--- src/rtl/if_fetch_queue.sv ---
// Instruction fetch front end: issues in-order fetches on the SRAM-like bus,
// buffers returned words in a small queue and hands them to decode.
module if_fetch_queue #(
   parameter int          DEPTH    = 4,
   parameter int          MAX_OUT  = 2,
   parameter logic [31:0] RESET_PC = 32'hbfc00000
) (
   input  logic        clk,
   input  logic        reset,
   input  logic        redirect,
   input  logic [31:0] redirect_pc,
   output logic        inst_sram_req,
   output logic        inst_sram_wr,
   output logic [1:0]  inst_sram_size,
   output logic [3:0]  inst_sram_wstrb,
   output logic [31:0] inst_sram_addr,
   output logic [31:0] inst_sram_wdata,
   input  logic        inst_sram_addr_ok,
   input  logic        inst_sram_data_ok,
   input  logic [31:0] inst_sram_rdata,
   input  logic        ds_allowin,
   output logic        fs_to_ds_valid,
   output logic [69:0] fs_to_ds_bus
);

   localparam int QW = $clog2(DEPTH);
   localparam int CW = $clog2(DEPTH + 1);
   localparam int PW = (MAX_OUT > 1) ? $clog2(MAX_OUT) : 1;
   localparam int OW = $clog2(MAX_OUT + 1);
   localparam logic [4:0]    EX_ADEL   = 5'h04;
   localparam logic [CW-1:0] DEPTH_C   = CW'(DEPTH);
   localparam logic [OW-1:0] MAX_OUT_C = OW'(MAX_OUT);
   localparam logic [PW-1:0] PEND_LAST = PW'(MAX_OUT - 1);

   logic [31:0]   fetch_pc_reg;
   logic [31:0]   pend_mem [MAX_OUT];
   logic [PW-1:0] pend_rd_reg;
   logic [PW-1:0] pend_wr_reg;
   logic [69:0]   q_mem [DEPTH];
   logic [QW-1:0] q_rd_reg;
   logic [QW-1:0] q_wr_reg;
   logic [CW-1:0] q_cnt_reg;
   logic [OW-1:0] out_cnt_reg;
   logic [OW-1:0] discard_cnt_reg;
   logic          ex_pushed_reg;

   logic [OW-1:0] live_cnt;
   logic [OW-1:0] dok_dec;
   logic [7:0]    credit_used;
   logic          aligned;
   logic          accept;
   logic          resp;
   logic          stale;
   logic          q_full;
   logic          q_push_word;
   logic          q_push_ex;
   logic          q_push;
   logic          q_pop;
   logic [69:0]   q_wdata;

   function automatic logic [PW-1:0] pend_next(input logic [PW-1:0] p);
      return (p == PEND_LAST) ? '0 : p + PW'(1);
   endfunction

   // Queue credit counts only live requests; stale ones will be dropped on return.
   assign live_cnt    = out_cnt_reg - discard_cnt_reg;
   assign credit_used = 8'(live_cnt) + 8'(q_cnt_reg);
   assign aligned     = (fetch_pc_reg[1:0] == 2'b00);
   assign q_full      = (q_cnt_reg == DEPTH_C);

   assign inst_sram_req   = !reset && !redirect && aligned &&
                            (out_cnt_reg < MAX_OUT_C) && (credit_used < 8'(DEPTH));
   assign inst_sram_wr    = 1'b0;
   assign inst_sram_size  = 2'h2;
   assign inst_sram_wstrb = 4'h0;
   assign inst_sram_addr  = fetch_pc_reg;
   assign inst_sram_wdata = 32'h0;

   assign accept      = inst_sram_req && inst_sram_addr_ok;
   assign resp        = inst_sram_data_ok;
   assign dok_dec     = OW'(resp);
   assign stale       = resp && (discard_cnt_reg != '0);
   assign q_push_word = resp && !stale && !redirect;
   assign q_push_ex   = !redirect && !aligned && (out_cnt_reg == discard_cnt_reg) &&
                        !q_full && !ex_pushed_reg;
   assign q_push      = q_push_word || q_push_ex;
   assign q_pop       = fs_to_ds_valid && ds_allowin;
   assign q_wdata     = q_push_ex ? {1'b1, EX_ADEL, 32'h0, fetch_pc_reg}
                                  : {1'b0, 5'h0, inst_sram_rdata, pend_mem[pend_rd_reg]};

   assign fs_to_ds_valid = (q_cnt_reg != '0) && !redirect;
   assign fs_to_ds_bus   = (q_cnt_reg != '0) ? q_mem[q_rd_reg] : '0;

   always_ff @(posedge clk) begin
      if (accept) pend_mem[pend_wr_reg] <= fetch_pc_reg;
      if (q_push) q_mem[q_wr_reg] <= q_wdata;
   end

   // The pending FIFO tracks every bus transaction, stale or not, so it ignores redirect.
   always_ff @(posedge clk or posedge reset) begin
      if (reset) begin
         pend_rd_reg <= '0;
         pend_wr_reg <= '0;
      end else begin
         if (accept) pend_wr_reg <= pend_next(pend_wr_reg);
         if (resp)   pend_rd_reg <= pend_next(pend_rd_reg);
      end
   end

   always_ff @(posedge clk or posedge reset) begin
      if (reset) begin
         fetch_pc_reg    <= RESET_PC;
         q_rd_reg        <= '0;
         q_wr_reg        <= '0;
         q_cnt_reg       <= '0;
         out_cnt_reg     <= '0;
         discard_cnt_reg <= '0;
         ex_pushed_reg   <= 1'b0;
      end else if (redirect) begin
         fetch_pc_reg    <= redirect_pc;
         q_rd_reg        <= '0;
         q_wr_reg        <= '0;
         q_cnt_reg       <= '0;
         out_cnt_reg     <= out_cnt_reg - dok_dec;
         discard_cnt_reg <= out_cnt_reg - dok_dec;
         ex_pushed_reg   <= 1'b0;
      end else begin
         if (accept) fetch_pc_reg <= fetch_pc_reg + 32'd4;
         if (q_push) q_wr_reg <= q_wr_reg + QW'(1);
         if (q_pop)  q_rd_reg <= q_rd_reg + QW'(1);
         q_cnt_reg   <= q_cnt_reg + CW'(q_push) - CW'(q_pop);
         out_cnt_reg <= out_cnt_reg + OW'(accept) - dok_dec;
         if (stale)     discard_cnt_reg <= discard_cnt_reg - OW'(1);
         if (q_push_ex) ex_pushed_reg   <= 1'b1;
      end
   end

endmodule

--- config.mk ---
export PLATFORM = sky130hd
export DESIGN_NAME = if_fetch_queue
export DESIGN_NICKNAME = d
export VERILOG_FILES = /design/src/rtl/if_fetch_queue.sv
export SDC_FILE = /design/constraint.sdc
export NUM_CORES = 1
export LEC_CHECK = 0
export ABC_AREA = 1
export BUFFER_PORTS_ARGS = -buffer_cell sky130_fd_sc_hd__buf_2
export CAP_MARGIN = 20
export CORE_ASPECT_RATIO = 1.25
export CORE_MARGIN = 2
export CORE_UTILIZATION = 60
export CTS_BUF_LIST = sky130_fd_sc_hd__clkbuf_8
export DETAILED_ROUTE_END_ITERATION = 7
export PLACE_DENSITY_LB_ADDON = 0.2
export SKIP_CTS_REPAIR_TIMING = 1
export SYNTH_ARGS = -nofsm -noshare
export SYNTH_HDL_FRONTEND = slang
export SYNTH_SLANG_ARGS = --single-unit
--- constraint.sdc ---
create_clock -name clk -period 12.13 [get_ports clk]
set_input_delay 2.426 -clock clk [delete_from_list [all_inputs] [get_ports clk]]
set_output_delay 2.426 -clock clk [all_outputs]
set_load 0.005 [all_outputs]
==> out/summary.log, run 1 <==
[finish] number of flip-flops under the largest register name 260
[timing] hold_ws 0.468 ns
[worst_setup_path] critical path's largest stage delay 0.58 ns
[drt] per-cell routed wire length 16.9 um
[drt] residual antenna-violating net count after detailed routing 0
[placement] final RePlAce weighted congestion 0.874
[synthesis] simple-gate share of the synthesized area 0.160
[grt] Tot GR Track Use 0.247
[timing] timing-limited maximum frequency 158 MHz
[synthesis] number of flops mapped to enable cells by yosys 324
[finish] Final nets 1,832
[grt] number of global-route vias before repair 11,300
[worst_setup_path] arrival time worst endpoint 3.90 ns
[timing] count of pins over their slew limit 0
[min_path] end point of the worst hold path pend_rd_reg$_DFFE_PP0P_
[clock_tree] H-tree levels 2
[finish] post-route core utilization 0.674
[synthesis] Netlist Area Pre-Place 16,700 sq um
[grt] wire length of the first global-routing pass 57,300 um
[floorplan] Die Area 29,200 sq um
[drt] drt initial violations 884
[timing] total negative slack 0 ns
[worst_setup_path] category of the worst setup path capture point primary output
[timing] Worst slew margin 0.317
[power] VDD IR max 135 uV
[clock_tree] clock insertion delay at the later pin of the skew report 0.59 ns
[synthesis] YS warnings 0
[synthesis] multiplexer fraction of the synthesized cell area 0.0215
[synthesis] synthesized flop and latch total 370
[worst_setup_path] Data required, critical path 9.70 ns
[drt] overall routed net length 36,200 um
[worst_setup_path] maximum net fanout on the critical path 44
[synthesis] Compound-Gate Fraction of Synth Area 0.0783
[synthesis] part of the Yosys area used for sequential elements 0.651
[drt] post-route DRC violation count 0
[worst_setup_path] crit-path leading delay family buffers and inverters
[finish] layout overhead on the synthesized area 11.0%
[clock_tree] clock tree root buffer cell sky130_fd_sc_hd__clkbuf_8
[drt] vias 11,500
[clock_tree] CTS tree yes
[finish] share of layout cells above drive strength 1 0.190
[clock_tree] buffer levels on the longest clock path 3
[grt] total congestion overflow 0
[worst_setup_path] type of the setup path with the least slack input pin to primary output
[min_path] hold path start pend_rd_reg$_DFFE_PP0P_
[worst_setup_path] Crit path buffers/inverters 4
[drt] vias per inst 5.38
[clock_tree] Num Clock Sinks 370
[synthesis] synthesized-area fraction occupied by adder cells 0.0109
[finish] most flop-heavy register q_mem
[timing] number of setup violations in the final report 0
[power] areal power density over the cells 209 nW/um^2
[worst_setup_path] reg2reg setup slack 8.81 ns
[worst_setup_path] Critical Path Slowest Stage Cell sky130_fd_sc_hd__buf_2
[synthesis] main combinational cell family by area after synthesis simple AND/OR/NAND/NOR gates
[floorplan] starting density of the core 0.607
[clock_tree] CTS Buf Count 54
[finish] most common cell after layout, fill and taps aside sky130_fd_sc_hd__nor2_1
[placement] Placed Cells 2,042
[synthesis] leading register cell type out of synthesis sky130_fd_sc_hd__edfxtp_1
[drt] number of detailed-routing iterations run before antenna repair 5
[finish] final instance count without filler cells 2,141
[floorplan] die boundary width 153 um
[worst_setup_path] capture point of the worst reg-to-reg path pend_mem[0][24]$_DFFE_PP_
[job] maxcap violations 0
[synthesis] number of distinct library cells after synthesis 36
[synthesis] ranking of synthesized cells by area sky130_fd_sc_hd__edfxtp_1, sky130_fd_sc_hd__nor2_1, sky130_fd_sc_hd__dfrtp_1
[worst_setup_path] crit start category input pin
[finish] number of diodes 0
[outcome] run status finished, final reports clean
[synthesis] area fraction of the dominant cell type after synthesis 0.582
[placement] HPWL after detailed placement 21,700 um
[timing] Layout Skew 0.0260 ns
[floorplan] die boundary height 191 um
[finish] commonest non-fill, non-tap cells in the layout sky130_fd_sc_hd__nor2_1, sky130_fd_sc_hd__edfxtp_1, sky130_fd_sc_hd__nand2_1, sky130_fd_sc_hd__buf_2, sky130_fd_sc_hd__o21ai_0
[synthesis] fraction of synthesized cell area in xor and xnor cells 0.00628
[timing] final cycle utilization of the critical path 0.521
[power] leakage power of the design 7.54 nW
[finish] multi-input logic area 4840 sq um
[power] Total Power 0.00388 W
[min_path] number of instances on the worst hold path 1
[synthesis] Mapped Cells 1,590
[floorplan] number of standard-cell rows in the floorplan 68
[clock_tree] clock transition at the registers of the reported paths 0.06 ns
[floorplan] IO Pins 213
[worst_setup_path] ordered list of cells on the worst path buf_2 > inv_2 > nand2_1 > nor2_2 > nand2_1 > inv_1 > buf_2
[grt] antenna violations before repair 0
[grt] largest net degree at the start of global routing 111
[timing] Worst-Margin Slew 1.02 ns
[worst_setup_path] R2R Path Start out_cnt_reg[1]$_DFF_PP0_
[synthesis] cell taking the most area after synthesis sky130_fd_sc_hd__edfxtp_1
[floorplan] total core area 27,600 sq um
[min_path] worst min path class flip-flop to flip-flop
[timing] unrepaired setup endpoints after global routing false
[placement] total of buffers placed on input and output ports 169
[timing] hold violation count in the final report 0
[synthesis] synthesized area per cell 10.5 sq um
[synthesis] share of flip-flops with an asynchronous set or reset after synthesis 0.124
[timing] Tmin final 6.32 ns
[worst_setup_path] Worst R2R Path Depth 10
[finish] Fillers 2,154
[finish] Register Area 10,900 sq um
[routing by layer]
layer	wire length, um	up-vias	track usage
met5	0	-	0
met4	966	0	0.0857
met3	2000	62	0.0355
met2	18200	400	0.429
met1	15100	5491	0.321
li1	-	5574	-
[worst register-to-register path, stage by stage (launching register included)]
cell,delay (ns)
sky130_fd_sc_hd__dfrtp_1,0.44
sky130_fd_sc_hd__xnor2_1,0.36
sky130_fd_sc_hd__xor2_1,0.18
sky130_fd_sc_hd__inv_1,0.05
sky130_fd_sc_hd__ha_1,0.27
sky130_fd_sc_hd__nand2_1,0.07
sky130_fd_sc_hd__nor2_1,0.04
sky130_fd_sc_hd__nor2_1,0.16
sky130_fd_sc_hd__nand3_2,0.49
sky130_fd_sc_hd__nor2_2,0.47
sky130_fd_sc_hd__buf_4,0.43
[how the worst max path moves through the flow]
stage                                  to  cells past startpoint     start
global route                inst_sram_req                      7  redirect
floorplan           q_mem[0][0]$_DFFE_PP_                      9  redirect
finish                      inst_sram_req                      7  redirect
global placement            inst_sram_req                      7  redirect
detailed placement          inst_sram_req                      7  redirect
CTS                         inst_sram_req                      7  redirect
[cell usage after synthesis, drive strengths merged (4+ instances only)]
cell type,n
nand4,4
buf,98
nand3,65
dfstp,9
dfrtp,37
o21ai,177
mux2,32
clkbuf,24
nor2,352
inv,118
nand2,246
edfxtp,324
ha,13
a21oi,68
xor2,9
[final cells by class]
type                    instances  share of cell area
flip-flops and latches        370               0.587
clock buffers                  56              0.0415
well taps                     350              0.0236
inverters                     119              0.0242
multi-input cells            1020               0.261
clock inverters                43              0.0122
repair buffers                183              0.0512
[stage by stage]
stage          cell area (sq um)  setup slack (ns)
2_1_floorplan              16900              5.72
3_3_place_gp               17600              5.82
3_5_place_dp               17600              5.78
4_1_cts                    18600              5.79
5_1_grt                    18600              5.61
6_report                   18600              5.81
[kinds of logic (layout without fill, tap and decap cells)]
| logic type | after synthesis | in the layout |
|---|---|---|
| and+or+nand+nor | 673 | 673 |
| DFF | 370 | 370 |
| AOI/OAI and AO/OA | 246 | 246 |
| buffers and inverters | 241 | 401 |
| muxes | 32 | 32 |
| adders and majority gates | 14 | 14 |
| xor gates and xnor gates | 12 | 12 |
| other | 2 | 43 |
[report_power, final]
group          internal (W)  leakage, nW  switching [W]  total [W]
sequential          0.00161         3.48      0.0000931    0.00171
combinational      0.000415         3.50       0.000828    0.00124
clock              0.000470        0.555       0.000455   0.000925
Power figures use the tool's default switching activity.
==> run 2, diff against run 1 <==
--- a/config.mk
+++ b/config.mk
@@ -5,7 +5,7 @@
 export SDC_FILE = /design/constraint.sdc
 export NUM_CORES = 1
 export LEC_CHECK = 0
-export ABC_AREA = 1
+export ABC_AREA = 0
 export BUFFER_PORTS_ARGS = -buffer_cell sky130_fd_sc_hd__buf_2
 export CAP_MARGIN = 20
 export CORE_ASPECT_RATIO = 1.25
==> constraint.sdc (replaced) <==
create_clock -name clk -period 6.54 [get_ports clk]
set_input_delay 1.308 -clock clk [delete_from_list [all_inputs] [get_ports clk]]
set_output_delay 1.308 -clock clk [all_outputs]
set_load 0.005 [all_outputs]
==> out/summary.log, run 2 <==
[grt] antenna violations before repair 0 [unchanged]
[job] maxcap violations 0 [unchanged]
[grt] largest net degree at the start of global routing 69 [-38%]
[drt] routed wl met3 1670 um [-16%]
[floorplan] total core area 25,900 sq um [-5.9%]
[synthesis] share of flip-flops with an asynchronous set or reset after synthesis 0.124 [unchanged]
[timing] total negative slack 0 ns [unchanged]
[floorplan] die boundary height 185 um [-2.8%]
[drt] per-cell routed wire length 18.6 um [+9.9%]
[finish] most flop-heavy register q_mem
[timing] Worst slew margin 0.305 [-0.0122]
[floorplan] Die Area 27,600 sq um [-5.6%]
[worst_setup_path] ordered list of cells on the worst path buf_4 > mux4_2 > and2_1 > buf_2
[finish] share of layout cells above drive strength 1 0.291 [+0.101]
[clock_tree] clock insertion delay at the later pin of the skew report 0.57 ns [-0.02 ns]
[placement] final RePlAce weighted congestion 0.873 [about the same]
[timing] Layout Skew 0.0153 ns [-0.0107 ns]
[drt] residual antenna-violating net count after detailed routing 0 [unchanged]
[synthesis] Synth top cells by count sky130_fd_sc_hd__edfxtp_1, sky130_fd_sc_hd__and2_1, sky130_fd_sc_hd__nand2_1
[synthesis] Mapped Cells 983 [-38%]
[placement] HPWL after detailed placement 17,600 um [-19%]
[finish] number of flip-flops under the largest register name 260 [unchanged]
[timing] number of setup violations in the final report 0 [unchanged]
[synthesis] synthesized area per cell 16.0 sq um [+52%]
[synthesis] part of the Yosys area used for sequential elements 0.691 [+0.0396]
[synthesis] number of flops mapped to enable cells by yosys 324 [unchanged]
[timing] Worst-Margin Slew 1.04 ns [+0.0183 ns]
[synthesis] Netlist Area Pre-Place 15,800 sq um [-5.7%]
[synthesis] number of distinct library cells after synthesis 60 [+67%]
[worst_setup_path] critical path's largest stage delay 0.98 ns [+0.40 ns]
[grt] number of global-route vias before repair 8,618 [-24%]
[synthesis] synthesized flop and latch total 370 [unchanged]
[synthesis] cell taking the most area after synthesis sky130_fd_sc_hd__edfxtp_1
[finish] Final nets 1,247 [-32%]
[timing] unrepaired setup endpoints after global routing false
[placement] total of buffers placed on input and output ports 169 [unchanged]
[floorplan] number of standard-cell rows in the floorplan 66 [-2.9%]
[finish] commonest non-fill, non-tap cells in the layout sky130_fd_sc_hd__edfxtp_1, sky130_fd_sc_hd__buf_2, sky130_fd_sc_hd__and2_1, sky130_fd_sc_hd__nand2_1, sky130_fd_sc_hd__mux4_2
[drt] overall routed net length 28,700 um [-21%]
[worst_setup_path] Critical Path Slowest Stage Cell sky130_fd_sc_hd__dfrtp_4
[drt] wl on met1 12,000 um [-20%]
[finish] Fillers 1,808 [-16%]
[drt] routed length on met2 14,400 um [-21%]
[synthesis] leading register cell type out of synthesis sky130_fd_sc_hd__edfxtp_1
[clock_tree] CTS Buf Count 54 [unchanged]
[synthesis] YS warnings 0 [unchanged]
[outcome] run status finished, final reports clean
[min_path] worst min path class flip-flop to flip-flop
[clock_tree] Num Clock Sinks 370 [unchanged]
[finish] number of diodes 0 [unchanged]
[worst_setup_path] category of the worst setup path capture point primary output
[timing] final cycle utilization of the critical path 0.657
[drt] number of detailed-routing iterations run before antenna repair 5 [unchanged]
[synthesis] area fraction of the dominant cell type after synthesis 0.617 [+0.0353]
[clock_tree] buffer levels on the longest clock path 3 [unchanged]
[timing] Tmin final 4.30 ns
[timing] timing-limited maximum frequency 233 MHz
[drt] vias 8,626 [-25%]
[worst_setup_path] Data required, critical path 5.23 ns [-4.47 ns]
[synthesis] ranking of synthesized cells by area sky130_fd_sc_hd__edfxtp_1, sky130_fd_sc_hd__mux4_2, sky130_fd_sc_hd__dfrtp_1
[grt] wire length of the first global-routing pass 45,200 um [-21%]
[finish] layout overhead on the synthesized area 12.7%
[grt] Tot GR Track Use 0.211 [-0.0355]
[power] areal power density over the cells 377 nW/um^2 [+80%]
[floorplan] IO Pins 213 [unchanged]
[power] VDD IR max 188 uV [+39%]
[clock_tree] H-tree levels 2 [unchanged]
[timing] hold violation count in the final report 0 [unchanged]
[worst_setup_path] type of the setup path with the least slack flip-flop to primary output
[synthesis] most frequent cell after synthesis sky130_fd_sc_hd__edfxtp_1
[grt] total congestion overflow 0 [unchanged]
[floorplan] starting density of the core 0.608 [+0.00134]
[floorplan] die boundary width 149 um [-2.8%]
[drt] drt initial violations 498 [-44%]
[timing] hold_ws 0.555 ns [+0.0865 ns]
[power] leakage power of the design 6.52 nW [-13%]
[worst_setup_path] maximum net fanout on the critical path 43 [-2.3%]
[timing] count of pins over their slew limit 0 [unchanged]
[clock_tree] clock transition at the registers of the reported paths 0.06 ns [about the same]
[drt] top layer used by detailed routing met4
[clock_tree] clock tree root buffer cell sky130_fd_sc_hd__clkbuf_8
[clock_tree] CTS tree yes
[drt] vias per inst 5.58 [+3.7%]
[worst_setup_path] arrival time worst endpoint 2.99 ns [-0.91 ns]
[worst_setup_path] crit start category flip-flop
[drt] post-route DRC violation count 0 [unchanged]
[finish] most common cell after layout, fill and taps aside sky130_fd_sc_hd__edfxtp_1
## run 2: cell count changes after synthesis, sizes merged, moves of 35 or more
cell / previous run / this run
nor2: 352 / 23
buf: 98 / 63
mux4: 0 / 65
and2: 0 / 105
a21oi: 68 / 8
o21ai: 177 / 49
inv: 118 / 16
nand2: 246 / 73
## run 2: worst paths after layout
| path | slack [ns] | cells after the start | endpoint | from |
|---|---|---|---|---|
| worst max-delay path | 2.24 | 4 | fs_to_ds_bus[37] | q_rd_reg[0]$_DFFE_PP0P_ |
| max in group asynchronous | 5.26 | 3 | inst_sram_addr[27]$_DFFE_PP1P_ | reset |
| worst min register to register | 0.55 | 2 | ex_pushed_reg$_DFFE_PP0P_ | ex_pushed_reg$_DFFE_PP0P_ |
| min in group asynchronous | 0.70 | 2 | q_cnt_reg[1]$_DFF_PP0_ | reset |
| worst max register to register | 3.38 | 13 | q_cnt_reg[2]$_DFF_PP0_ | q_cnt_reg[1]$_DFF_PP0_ |
| worst min-delay path | 0.55 | 2 | ex_pushed_reg$_DFFE_PP0P_ | ex_pushed_reg$_DFFE_PP0P_ |
## run 2: logic make-up (layout without fill, tap and decap cells)
logic type | after synthesis | after routing | synth area share
fa+ha+maj | 14 | 14 | 0.0116
mux | 105 | 105 | 0.119
other cells | 2 | 43 | 0.000476
buf+inv | 111 | 292 | 0.0387
simple gates | 281 | 281 | 0.0984
compound gates | 77 | 77 | 0.0288
flops | 370 | 370 | 0.691
xor+xnor | 23 | 23 | 0.0128
## run 2: metal layers
metal,track usage,vias to the layer above
met5,0,-
met4,0.0686,0
met3,0.0281,55
met2,0.357,325
met1,0.289,4259
li1,-,3987
## run 2: report_power, final
part	internal, W	total (W)	leakage, nW	switching (W)
Clock	0.000920	0.00174	0.605	0.000817
Combinational	0.000820	0.00169	2.44	0.000868
Sequential	0.00302	0.00327	3.48	0.000246
## run 2: worst max-delay path: cells and delay by family (launching register included)
family | cells | cell delay, ns
buf+inv | 2 | 0.69
flops | 1 | 0.98
mux | 1 | 0.56
simple gates | 1 | 0.17
## run 2: area by class of cell
class | count | area (sq um) | share of cell area
multi-input cells | 543 | 4440 | 0.250
clock inverters | 38 | 211 | 0.0119
inverters | 17 | 63.8 | 0.00359
clock buffers | 60 | 826 | 0.0464
well taps | 340 | 425 | 0.0239
flip-flops and latches | 370 | 10900 | 0.613
repair buffers | 177 | 918 | 0.0516
## run 2: per-stage QoR
stage,instances,area (sq um),util,power (W),setup slack (ns)
after CTS,1544,17800,0.685,0.00678,2.11
after global placement,1446,16700,0.645,0.00500,2.70
after detailed placement,1446,16700,0.645,0.00505,2.66
final,1545,17800,0.686,0.00670,2.24
after floorplan,1024,15900,-,0.00443,2.41
after global routing,1545,17800,0.686,0.00706,1.96
==> run 3, diff against run 2 <==
--- a/config.mk
+++ b/config.mk
@@ -5,7 +5,7 @@
 export SDC_FILE = /design/constraint.sdc
 export NUM_CORES = 1
 export LEC_CHECK = 0
-export ABC_AREA = 0
+export ABC_AREA = 1
 export BUFFER_PORTS_ARGS = -buffer_cell sky130_fd_sc_hd__buf_2
 export CAP_MARGIN = 20
 export CORE_ASPECT_RATIO = 1.25
==> constraint.sdc (replaced) <==
create_clock -name clk -period 4.3 [get_ports clk]
set_input_delay 0.86 -clock clk [delete_from_list [all_inputs] [get_ports clk]]
set_output_delay 0.86 -clock clk [all_outputs]
set_load 0.005 [all_outputs]
==> out/summary.log, run 3 (synthesized netlist as in run 1, its figures left out) <==
[outcome] run status finished, final reports clean
[drt] vias per inst 5.39 [-3.4%]
[grt] wire length of the first global-routing pass 56,700 um [+25%]
[timing] timing-limited maximum frequency 287 MHz
[drt] vias 11,600 [+34%]
[grt] number of global-route vias before repair 11,300 [+31%]
[grt] largest net degree at the start of global routing 79 [+14%]
[timing] count of pins over their slew limit 0 [unchanged]
[timing] Worst slew margin 0.404 [+0.0992]
[worst_setup_path] reg2reg setup slack 1.09 ns [-2.29 ns]
[clock_tree] H-tree levels 2 [unchanged]
[floorplan] Die Area 29,200 sq um [+5.9%]
[finish] Final nets 1,839 [+47%]
[worst_setup_path] launching element of the worst setup path q_rd_reg[0]$_DFFE_PP0P_
[grt] total congestion overflow 0 [unchanged]
[floorplan] total core area 27,600 sq um [+6.3%]
[clock_tree] CTS Buf Count 56 [+3.7%]
[job] maxcap violations 0 [unchanged]
[finish] most common cell after layout, fill and taps aside sky130_fd_sc_hd__nor2_1
[finish] commonest non-fill, non-tap cells in the layout sky130_fd_sc_hd__nor2_1, sky130_fd_sc_hd__edfxtp_1, sky130_fd_sc_hd__nand2_1, sky130_fd_sc_hd__buf_2, sky130_fd_sc_hd__o21ai_0
[floorplan] starting density of the core 0.607 [-0.00134]
[drt] overall routed net length 36,000 um [+25%]
[timing] final cycle utilization of the critical path 0.809
[finish] most flop-heavy register q_mem
[timing] total negative slack 0 ns [unchanged]
[clock_tree] CTS tree yes
[worst_setup_path] crit start category flip-flop
[finish] number of flip-flops under the largest register name 260 [unchanged]
[clock_tree] Num Clock Sinks 370 [unchanged]
[worst_setup_path] Data required, critical path 3.44 ns [-1.79 ns]
[drt] post-route DRC violation count 0 [unchanged]
[timing] Tmin final 3.48 ns
[timing] number of setup violations in the final report 0 [unchanged]
[worst_setup_path] arrival time worst endpoint 2.62 ns [-0.37 ns]
[finish] layout overhead on the synthesized area 11.7%
[min_path] worst min path class input pin to asynchronous set/reset pin
[floorplan] IO Pins 213 [unchanged]
[floorplan] number of standard-cell rows in the floorplan 68 [+3.0%]
[clock_tree] clock transition at the registers of the reported paths 0.06 ns [about the same]
[worst_setup_path] type of the setup path with the least slack flip-flop to primary output
[drt] per-cell routed wire length 16.8 um [-9.6%]
[placement] final RePlAce weighted congestion 0.906 [+3.8%]
[timing] Layout Skew 0.0130 ns [-0.00233 ns]
[power] VDD IR max 349 uV [+86%]
[finish] number of diodes 0 [unchanged]
[timing] Worst-Margin Slew 0.894 ns [-0.149 ns]
[power] areal power density over the cells 590 nW/um^2 [+57%]
[finish] share of layout cells above drive strength 1 0.192 [-0.0994]
[grt] antenna violations before repair 0 [unchanged]
[placement] HPWL after detailed placement 22,200 um [+26%]
[worst_setup_path] maximum net fanout on the critical path 62 [+44%]
[drt] residual antenna-violating net count after detailed routing 0 [unchanged]
[clock_tree] buffer levels on the longest clock path 3 [unchanged]
[grt] Tot GR Track Use 0.245 [+0.0332]
[floorplan] die boundary width 153 um [+2.9%]
[drt] number of detailed-routing iterations run before antenna repair 5 [unchanged]
[floorplan] die boundary height 191 um [+2.9%]
[power] leakage power of the design 7.62 nW [+17%]
[finish] cell area after layout 18,700 sq um [+5.1%]
[worst_setup_path] R2R Path Start out_cnt_reg[1]$_DFF_PP0_
[drt] drt initial violations 981 [+97%]
[worst_setup_path] category of the worst setup path capture point primary output
[clock_tree] clock tree root buffer cell sky130_fd_sc_hd__clkbuf_8
[timing] unrepaired setup endpoints after global routing false
[timing] hold violation count in the final report 0 [unchanged]
[clock_tree] clock insertion delay at the later pin of the skew report 0.58 ns [about the same]
[placement] total of buffers placed on input and output ports 169 [unchanged]
[placement] total cell area at the placement stage 17,700 sq um [+5.6%]
[run 3: per-layer routing]
layer	part of all wire	vias to the layer above	GRT usage	wire length, um
met5	0	-	0	0
met4	0.033	0	0.0981	1190
met3	0.067	73	0.0341	2410
met2	0.49	445	0.421	17800
met1	0.41	5461	0.316	14700
li1	-	5580	-	-
[run 3: power by group]
group | internal, W | leakage [nW] | switching (W) | total [W]
clock network | 0.00142 | 0.606 | 0.00127 | 0.00268
logic | 0.00120 | 3.53 | 0.00232 | 0.00352
registers | 0.00455 | 3.48 | 0.000274 | 0.00482
[run 3: cell type report]
class                      instances  area, sq um
inverter                         119          449
sequential                       370        10900
timing repair buffer             188         1040
clock buffer                      58          798
tap                              350          438
fill                            2147         8880
clock inverter                    38          226
multi-input combinational       1020         4840
[run 3: worst max-delay path: stages (launching register included)]
cell and delay (ns):
sky130_fd_sc_hd__dfrtp_4 0.71, sky130_fd_sc_hd__clkinv_2 0.12, sky130_fd_sc_hd__buf_4 0.45, sky130_fd_sc_hd__o21ai_0 0.20, sky130_fd_sc_hd__a21oi_1 0.34, sky130_fd_sc_hd__buf_2 0.18
[run 3: through the flow]
stage                     worst slack [ns]  total power, W   util  hold slack, ns  cells
after floorplan                     -0.542         0.00723      -           0.481   1631
after global placement                1.11         0.00834  0.641           0.542   2047
after detailed placement              1.08         0.00844  0.641           0.537   2047
after CTS                            0.801          0.0111  0.678           0.454   2143
after global routing                 0.664          0.0117  0.678           0.488   2143
final                                0.820          0.0110  0.678           0.463   2143
[run 3: final timing paths]
kind / end / cells past startpoint
worst max register to register: out_cnt_reg[1]$_DFF_PP0_ / 14
min in group clk: inst_sram_addr[1]$_DFFE_PP0P_ / 3
worst min register to register: pend_mem[0][1]$_DFFE_PP_ / 0
worst min-delay path: inst_sram_addr[0]$_DFFE_PP0P_ / 3
worst max-delay path: fs_to_ds_bus[15] / 5
max in group asynchronous: q_rd_reg[0]$_DFFE_PP0P_ / 3
